`src/rtl/axi_crossbar_pkg.sv`:
```
// Shared types for the crossbar channel arbiter.
package axi_crossbar_pkg;

  typedef enum logic {
    ARB_IDLE = 1'b0,
    ARB_BUSY = 1'b1
  } arb_state_t;

endpackage

```
`src/rtl/axi_crossbar_rr_arbiter_if.sv`:
```
// Request/grant bundle between the channel sources and the round-robin arbiter.
interface axi_crossbar_rr_arbiter_if #(
  parameter int REQ_NB = 4
);
  localparam int REQ_ID_W = $clog2(REQ_NB);

  logic [REQ_NB-1:0]   i_req;
  logic [REQ_NB-1:0]   i_last;
  logic                i_ready;
  logic [REQ_NB-1:0]   o_grant;
  logic [REQ_ID_W-1:0] o_grant_id;
  logic                o_grant_valid;

  modport master (
    output i_req, i_last, i_ready,
    input  o_grant, o_grant_id, o_grant_valid
  );

  modport slave (
    input  i_req, i_last, i_ready,
    output o_grant, o_grant_id, o_grant_valid
  );

endinterface

```
`src/rtl/axi_crossbar_rr_pick.sv`:
```
// Combinational round-robin pick: first requester at or after ptr, wrapping around.
module axi_crossbar_rr_pick #(
  parameter int REQ_NB = 4,
  localparam int REQ_ID_W = $clog2(REQ_NB)
) (
  input  logic [REQ_NB-1:0]   req,
  input  logic [REQ_ID_W-1:0] ptr,
  output logic                found,
  output logic [REQ_ID_W-1:0] idx
);

  logic [2*REQ_NB-1:0] masked;

  // Lower copy masked below ptr; the upper copy supplies the wrapped-around candidates.
  always_comb begin
    masked = {req, req};
    for (int i = 0; i < REQ_NB; i++) begin
      if (i < int'(ptr)) masked[i] = 1'b0;
    end
    found = 1'b0;
    idx   = '0;
    for (int i = 0; i < 2*REQ_NB; i++) begin
      if (!found && masked[i]) begin
        found = 1'b1;
        idx   = (i >= REQ_NB) ? REQ_ID_W'(i - REQ_NB) : REQ_ID_W'(i);
      end
    end
  end

endmodule

```
`src/rtl/axi_crossbar_rr_arbiter.sv`:
```
// Round-robin arbiter that locks a grant until the granted source's last beat is accepted.
module axi_crossbar_rr_arbiter
  import axi_crossbar_pkg::*;
#(
  parameter int REQ_NB = 4
) (
  input  logic                      aclk,
  input  logic                      aresetn,
  input  logic                      srst,
  axi_crossbar_rr_arbiter_if.slave  bus
);

  localparam int REQ_ID_W = $clog2(REQ_NB);

  arb_state_t          state_q, state_d;
  logic [REQ_ID_W-1:0] ptr_q, ptr_d;
  logic [REQ_NB-1:0]   grant_q, grant_d;
  logic [REQ_ID_W-1:0] id_q, id_d;
  logic                valid_q, valid_d;

  logic                pick_found;
  logic [REQ_ID_W-1:0] pick_idx;
  logic                hs;
  logic                last_beat;

  axi_crossbar_rr_pick #(.REQ_NB(REQ_NB)) u_pick (
    .req   (bus.i_req),
    .ptr   (ptr_q),
    .found (pick_found),
    .idx   (pick_idx)
  );

  assign hs        = bus.i_req[id_q] & bus.i_ready;
  assign last_beat = bus.i_last[id_q];

  always_comb begin
    state_d = state_q;
    ptr_d   = ptr_q;
    grant_d = grant_q;
    id_d    = id_q;
    valid_d = valid_q;
    case (state_q)
      ARB_IDLE: begin
        if (pick_found) begin
          state_d           = ARB_BUSY;
          grant_d           = '0;
          grant_d[pick_idx] = 1'b1;
          id_d              = pick_idx;
          valid_d           = 1'b1;
        end
      end
      ARB_BUSY: begin
        // Lock until the final beat; a dropped request mid-burst keeps the grant.
        if (hs && last_beat) begin
          state_d = ARB_IDLE;
          grant_d = '0;
          id_d    = '0;
          valid_d = 1'b0;
          ptr_d   = (id_q == REQ_ID_W'(REQ_NB - 1)) ? '0 : id_q + REQ_ID_W'(1);
        end
      end
      default: begin
        state_d = ARB_IDLE;
        grant_d = '0;
        id_d    = '0;
        valid_d = 1'b0;
      end
    endcase
  end

  always_ff @(posedge aclk or negedge aresetn) begin
    if (!aresetn) begin
      state_q <= ARB_IDLE;
      ptr_q   <= '0;
      grant_q <= '0;
      id_q    <= '0;
      valid_q <= 1'b0;
    end else if (srst) begin
      state_q <= ARB_IDLE;
      ptr_q   <= '0;
      grant_q <= '0;
      id_q    <= '0;
      valid_q <= 1'b0;
    end else begin
      state_q <= state_d;
      ptr_q   <= ptr_d;
      grant_q <= grant_d;
      id_q    <= id_d;
      valid_q <= valid_d;
    end
  end

  assign bus.o_grant       = grant_q;
  assign bus.o_grant_id    = id_q;
  assign bus.o_grant_valid = valid_q;

`ifndef SYNTHESIS
  a_grant_onehot0: assert property (@(posedge aclk) disable iff (!aresetn)
    $onehot0(grant_q));
  a_valid_matches: assert property (@(posedge aclk) disable iff (!aresetn)
    valid_q == (|grant_q));
  a_id_matches: assert property (@(posedge aclk) disable iff (!aresetn)
    grant_q == (REQ_NB'(valid_q) << id_q));
`endif

endmodule

```
`src/flat_wrapper.sv`:
```
// flat-port wrapper written by rule: the top's interface ports become plain ports
module axi_crossbar_rr_arbiter_flat import axi_crossbar_pkg::*;
#(
  parameter int REQ_NB = 4
)
  (aclk, aresetn, srst, bus_i_req, bus_i_last, bus_i_ready, bus_o_grant, bus_o_grant_id, bus_o_grant_valid);
  axi_crossbar_rr_arbiter_if #(.REQ_NB(REQ_NB)) bus_i ();
  input  logic aclk;
  input  logic aresetn;
  input  logic srst;
  input wire logic [$bits(bus_i.i_req)-1:0] bus_i_req;
  input wire logic [$bits(bus_i.i_last)-1:0] bus_i_last;
  input wire logic [$bits(bus_i.i_ready)-1:0] bus_i_ready;
  output wire logic [$bits(bus_i.o_grant)-1:0] bus_o_grant;
  output wire logic [$bits(bus_i.o_grant_id)-1:0] bus_o_grant_id;
  output wire logic [$bits(bus_i.o_grant_valid)-1:0] bus_o_grant_valid;
  assign bus_i.i_req = bus_i_req;
  assign bus_i.i_last = bus_i_last;
  assign bus_i.i_ready = bus_i_ready;
  assign bus_o_grant = bus_i.o_grant;
  assign bus_o_grant_id = bus_i.o_grant_id;
  assign bus_o_grant_valid = bus_i.o_grant_valid;
  axi_crossbar_rr_arbiter #(.REQ_NB(REQ_NB)) u_core (.aclk(aclk), .aresetn(aresetn), .srst(srst), .bus(bus_i));
endmodule
```
`config.mk`:
```
export PLATFORM = sky130hd
export DESIGN_NAME = axi_crossbar_rr_arbiter_flat
export DESIGN_NICKNAME = d
export VERILOG_FILES = /design/src/rtl/axi_crossbar_pkg.sv /design/src/rtl/axi_crossbar_rr_arbiter_if.sv /design/src/rtl/axi_crossbar_rr_pick.sv /design/src/rtl/axi_crossbar_rr_arbiter.sv /design/src/flat_wrapper.sv
export SDC_FILE = /design/constraint.sdc
export NUM_CORES = 1
export LEC_CHECK = 0
export ABC_AREA = 1
export CORE_MARGIN = 5
export CORE_UTILIZATION = 43
export CTS_CLUSTER_DIAMETER = 80
export DETAILED_ROUTE_END_ITERATION = 8
export GPL_TIMING_DRIVEN = 0
export PLACE_DENSITY = 0.75
export SETUP_SLACK_MARGIN = 0.05
export SYNTH_ARGS = -nofsm -noshare
export SYNTH_HDL_FRONTEND = slang
export SYNTH_SLANG_ARGS = --single-unit
```
`constraint.sdc`:
```
create_clock -name aclk -period 1.3 [get_ports aclk]
set_input_delay 0.26 -clock aclk [delete_from_list [all_inputs] [get_ports aclk]]
set_output_delay 0.26 -clock aclk [all_outputs]
set_load 0.05 [all_outputs]
```
-- After elaboration in Yosys (flattened, before gate mapping)
Index checks and enable logic that the tools add are counted.
W data, S select, Z words.
- flip-flop bits (word level): 10
- memories: 0
- word-level logic and storage cells: 81
- bits in read-only memories: 0
- bits of input ports: 12
- RAM bits: 0
- bits in latches: 0
- output and inout port bits: 7
- $mul: 0
- shift operators: 0
- mux-type cells: 44
- equality and inequality tests: 3
- reduce and logical (&&, ||, !) cells: 20
- add/sub/neg operators: 1
- bitwise operators: 2
- order comparisons: 6
- divide/modulo/power cells: 0
- operators with widths (kind ; number):
    $mux W2 ; 13
    $mux W1 ; 21
    $mux W4 ; 3
    $logic_and A1 B1 Y1 ; 9
    $pmux W4 S2 ; 1
    $logic_not A1 Y1 ; 7
    $lt A2 B3 Y1 const B ; 2
    $bmux W1 S2 ; 2
    $lt A1 B2 Y1 const A ; 2
    $pmux W1 S2 ; 2
    $pmux W2 S2 ; 1
    $reduce_and A2 Y1 ; 2
    $reduce_bool A2 Y1 ; 2
    $ne A3 B2 Y1 const B ; 1
    $ne A3 B3 Y1 const B ; 1
    $add A2 B1 Y2 const B ; 1
    $demux W1 S2 ; 1
    $eq A2 B2 Y1 const B ; 1
    $ge A2 B1 Y1 const B ; 1
    $lt A2 B2 Y1 const A ; 1
    $and A1 B1 Y1 ; 1
    $not A1 Y1 ; 1

-- Longest topological paths before layout
- word-level depth: 31
- gate-level depth with buffers: 9
- mapped depth without buffers: 9

-- Cells and area by module
From an unflattened synthesis, not the netlist that was laid out.
- cells, all modules: 95
- area total of the unflattened synthesis: 635.6 sq um
- by module, submodules not included (module ; seq. area each (sq um) ; cells each ; instances ; area an instance (sq um)):
    axi_crossbar_rr_arbiter ; 250.2 ; 74 ; 1 ; 544.3
    axi_crossbar_rr_pick ; 0.0 ; 21 ; 1 ; 91.3

-- Least setup slack after synthesis
OpenSTA, ideal clock, no wires.
- kind: flip-flop to flip-flop
- start: reg u_core.id_q[0] (netlist: u_core.bus.o_grant_id[0])
- end: reg u_core.grant_q[0] (netlist: u_core.bus.o_grant[0])
- cell stages (with the launch flop): 9
- arrival: 1359 ps
- slack: -125 ps
- data required time: 1234 ps
- period minus slack after synthesis: 1425 ps
- path buffers: 0
- setup time: 66 ps
- cells stage by stage: dfrtp_1 inv_1 nand3_1 nand3_1 nand3_1 nand3_1 nand2_2 nand2_1 nand2_1
- longest elaborated chain between the ends: 6
- elaborated cells on any way between the ends: 8
- those cells by class: eq/ne (1); mux (4); bitwise (1); reduce/logical (2)
- RTL lines (item ; RTL line ; text):
    start, declared ; axi_crossbar_rr_arbiter.sv:18 ; logic [REQ_ID_W-1:0] id_q, id_d;
    start signal, assigned ; axi_crossbar_rr_arbiter.sv:88 ; id_q <= id_d;
    $bmux W1 S2 ; axi_crossbar_rr_arbiter.sv:33 ; assign hs = bus.i_req[id_q] & bus.i_ready;
    $mux W1 (implied by the code) ; axi_crossbar_rr_arbiter.sv:33 ;
    $and A1 B1 Y1 ; axi_crossbar_rr_arbiter.sv:33 ;
    $logic_and A1 B1 Y1 * ; axi_crossbar_rr_arbiter.sv:54 ; if (hs && last_beat) begin
    $ne A3 B3 Y1 (no source line) * ; - ;
    $reduce_and A2 Y1 (no source line) * ; - ;
    end signal, assigned ; axi_crossbar_rr_arbiter.sv:87 ; grant_q <= grant_d;
    end, declared ; axi_crossbar_rr_arbiter.sv:17 ; logic [REQ_NB-1:0] grant_q, grant_d;
Mark *: on every way between the ends. The rest lies on a longest branch, timed or not. The select of a mux whose other input is x is not followed.
A chain may end at the register's enable or synchronous reset.

-- Final worst setup path
- start: reg u_core.ptr_q[1]
- end: reg u_core.grant_q[3] (netlist: u_core.bus.o_grant[3])
- longest elaborated chain between the ends: 31
- elaborated cells on any way between the ends: 45
- those cells by class: order compare (5); eq/ne (1); mux (23); reduce/logical (16)
- RTL lines (item ; RTL line ; text):
    start, declared ; axi_crossbar_rr_arbiter.sv:16 ; logic [REQ_ID_W-1:0] ptr_q, ptr_d;
    start signal, assigned ; axi_crossbar_rr_arbiter.sv:86 ; ptr_q <= ptr_d;
    $lt A1 B2 Y1 ; axi_crossbar_rr_pick.sv:18 ; if (i < int'(ptr)) masked[i] = 1'b0;
    $mux W1 ; axi_crossbar_rr_pick.sv:18 ;
    $mux W1 ; axi_crossbar_rr_pick.sv:23 ; if (!found && masked[i]) begin
    $logic_not A1 Y1 ; axi_crossbar_rr_pick.sv:23 ;
    $logic_and A1 B1 Y1 ; axi_crossbar_rr_pick.sv:23 ;
    $mux W1 ; axi_crossbar_rr_pick.sv:23 ;
    $logic_not A1 Y1 ; axi_crossbar_rr_pick.sv:23 ;
    $logic_and A1 B1 Y1 ; axi_crossbar_rr_pick.sv:23 ;
    [... 15 more ...] ; - ;
    $mux W2 ; axi_crossbar_rr_pick.sv:23 ;
    $lt A2 B3 Y1 (implied by the code) or $ge A2 B1 Y1 (tied branches) ; axi_crossbar_rr_arbiter.sv:47 ; grant_d[pick_idx] = 1'b1;
    $logic_and A1 B1 Y1 (implied by the code) ; axi_crossbar_rr_arbiter.sv:47 ;
    $mux W1 (implied by the code) ; axi_crossbar_rr_arbiter.sv:47 ;
    $demux W1 S2 ; - ;
    $mux W4 ; axi_crossbar_rr_arbiter.sv:44 ; if (pick_found) begin
    $pmux W4 S2 ; axi_crossbar_rr_arbiter.sv:42 ; case (state_q)
    $mux W4 ; axi_crossbar_rr_arbiter.sv:78 ; end else if (srst) begin
Parallel ways exist; a longest one is shown, timed or not. The select of a mux whose other input is x is not followed.

==> metrics.md <==
| Metric | Value |
|---|---|
| Status | finished, violations left |
| Violated checks | negative setup slack |
| Drt total wl | 1760 um |
| Chip height | 46.9 um |
| 1st-iter DRT viols | 7 |
| # hold bufs at CTS | 0 |
| Sw Pwr | 391 uW |
| DRC | 0 |
| Tmin final | 1.33 ns |
| Average cell area after synthesis | 7.13 sq um |
| Fmax | 749 MHz |
| Sw Share | 0.376 |
| H-tree levels | 1 |
| Clk_skew | 0.000423 ns |
| Antenna Violating Nets Remaining | 0 |
| Die W | 46.9 um |
| CTS root buf | clkbuf_4 |
| First-pass GRT wire length | 2660 um |
| Register area share after synthesis | 0.428 |
| Initial antenna violation count | 0 |
| CP Capture Type | flop |
| Via/cell ratio | 5.10 |
| Grt ovf | 0 |
| Worst Path Max Fanout | 5 |
| Arrival @ worst endpoint | 1.50 ns |
| Max Cap Viol | 0 |
| Largest net degree at the start of global routing | 11 |
| First-pass iteration count of the detailed router | 4 |
| Row count | 13 |
| Reg clk slew, reported paths | 0.07 ns |
| Final Hold Vio Count | 0 |
| Initial core utilization | 0.449 |
| Total power | 1040 uW |
| WL per Instance | 14.1 um |
| Area of the mapped netlist | 584 sq um |
| Synth warn | 0 |
| Vias | 637 |
| Maximum vdd ir drop | 0.904 mV |
| Final Cycle Share | 1.03 |
| CTS tree | built |
| Placer Congestion | 0.748 |
| RSZ-0062 raised after global routing | yes |
| Clock Power Share | 0.276 |
| Port Buf Inserts | 18 |
| Worst Hold Class | in -> async |
| Vias in the first global route | 652 |
| Slew Limit Headroom | 0.694 |
| CTS Sinks | 10 |
| Final worst setup slack | -0.0348 ns |
| Clk_lat worst skew | 0.27 ns |
| Crit Path Class | reg -> reg |
| Clock buffer count from CTS | 3 |
| Final setup fails | 7 |
| Final nets | 124 |
| Pleak | 0.000470 uW |
| # IOs | 19 |
| Tightest Pin Transition | 0.458 ns |
| Critical path required time | 1.46 ns |
| ANT cells | 0 |
| #FFs+latches synth | 10 |
| Dpl hpwl | 1110 um |
| Pwr Density | 1150 mW/mm^2 |
| All-Layer GR Usage | 0.176 |
| Post-route design area | 906 sq um |
| Core Region | 0.00130 sq mm |
| Yosys cell types | 14 |
| Comb power frac | 0.360 |
| Area growth, synth to finish | 55.0% |
| Max Slew Vio Count | 0 |
| Mapped Cells | 82 |
| Maximum clock path buffer count | 2 |
| Sequential share of power | 0.363 |
| Die ar. | 0.00220 sq mm |
| Pint | 649 uW |
| Startpoint types | flop |
| Share of cells above drive strength 1 | 0.400 |
| Placed Area | 786 sq um |
| Synthesized Nets | 95 |
## routing by layer
metal	vias up	wire, um	GRT usage
met1	290	729	0.209
li1	315	-	-
met2	25	862	0.282
met4	0	53	0.127
met5	-	0	0
met3	7	114	0.0307
## placed cells by master (no fill, tap or decap)
master / count
buf_2: 7
buf_4: 5
buf_6: 1
clkbuf_4: 3
clkbuf_8: 1
clkdlybuf4s50_1: 8
dfrtp_1: 8
dfrtp_2: 2
dlygate4sd2_1: 3
ha_1: 1
inv_1: 7
inv_2: 2
inv_4: 1
nand2_1: 24
nand2_2: 9
nand2_4: 3
nand3_1: 6
nand3_2: 8
nand3b_1: 1
nand4_1: 1
nor2_1: 5
nor2_4: 1
o21a_1: 1
o21ai_1: 1
o21ai_2: 1
## repair_timing
action                     4_1_cts  5_1_grt
resized for setup               49       13
buffers inserted                 4        2
setup endpoints to repair       16       12
pin swaps                       12       14
## power by group through the flow
stage	Combinational, uW	Clock (uW)	Sequential, uW
after CTS	346	290	376
after global routing	404	315	383
final	375	288	378
after floorplan	125	0	450
after detailed placement	310	0	384
after global placement	302	0	382
## sequential cells by signal, summed over array words and instances, names as in the netlist
register / flops
u_core.bus.o_grant: 4
u_core.bus.o_grant_id: 2
u_core.ptr_q: 2
u_core.bus.o_grant_valid: 1
u_core.state_q: 1
## path summary, 6_finish.rpt
kind	startpoint	depth (start not counted)	slack (ns)	endpoint
min	aresetn	1	0.30	u_core.state_q$_DFF_PN0_
max in group asynchronous	aresetn	1	0.66	u_core.bus.o_grant_id[0]$_DFFE_PN0P_
min in group aclk	u_core.bus.o_grant_valid$_DFFE_PN0P_	2	0.47	u_core.bus.o_grant_valid$_DFFE_PN0P_
min reg2reg	u_core.bus.o_grant_valid$_DFFE_PN0P_	2	0.47	u_core.bus.o_grant_valid$_DFFE_PN0P_
max	u_core.ptr_q[1]$_DFFE_PN0P_	9	-0.03	u_core.bus.o_grant[3]$_DFFE_PN0P_
max reg2reg	u_core.ptr_q[1]$_DFFE_PN0P_	9	-0.03	u_core.bus.o_grant[3]$_DFFE_PN0P_
## final cells by class
cell class                 count  area (sq um)
sequential                    10           253
timing repair buffer          24           190
multi-input combinational     62           368
clock buffer                   4          36.3
tap                           15          18.8
inverter                      10          40.0
fill                         112           395
## cells in the mapped netlist
library cell | n | area [sq um]
inv_2 | 1 | 3.75
nor2_4 | 1 | 11.3
nand4_1 | 1 | 6.26
ha_1 | 1 | 12.5
nand2_2 | 5 | 31.3
nand3b_1 | 1 | 7.51
nor2_1 | 5 | 18.8
o21ai_0 | 2 | 10.0
nand3_1 | 13 | 65.1
nand2_1 | 31 | 116
inv_1 | 9 | 33.8
nand3_2 | 1 | 10.0
o21a_1 | 1 | 7.51
dfrtp_1 | 10 | 250
## cells by family (layout without fill, tap and decap cells)
group	after synthesis	in the layout	share of synthesized area
simple gates	58	58	0.456
flops	10	10	0.428
buf+inv	10	38	0.0642
compound gates	3	3	0.0300
fa+ha+maj	1	1	0.0214
## metrics by stage
step                setup WS, ns  setup TNS (ns)  utilization  hold slack, ns  cells
global placement          -0.261           -3.07        0.604           0.460    115
finish                   -0.0348          -0.183        0.696           0.304    125
detailed placement        -0.294           -3.49        0.604           0.462    115
CTS                     -0.00511        -0.00511        0.675           0.323    123
floorplan                 0.0637               0            -         -0.0356     82
global route              -0.133          -0.860        0.696           0.338    125
## worst max-delay path, cell delays in order (launching register included)
cell and delay (ns):
dfrtp_1 0.42, nand2_1 0.09, nand2_2 0.08, nand2_2 0.08, nor2_4 0.17, nand3_2 0.13
nand2_4 0.10, inv_4 0.05, nand3_2 0.05, nand2_1 0.06
Power figures use the tool's default switching activity.
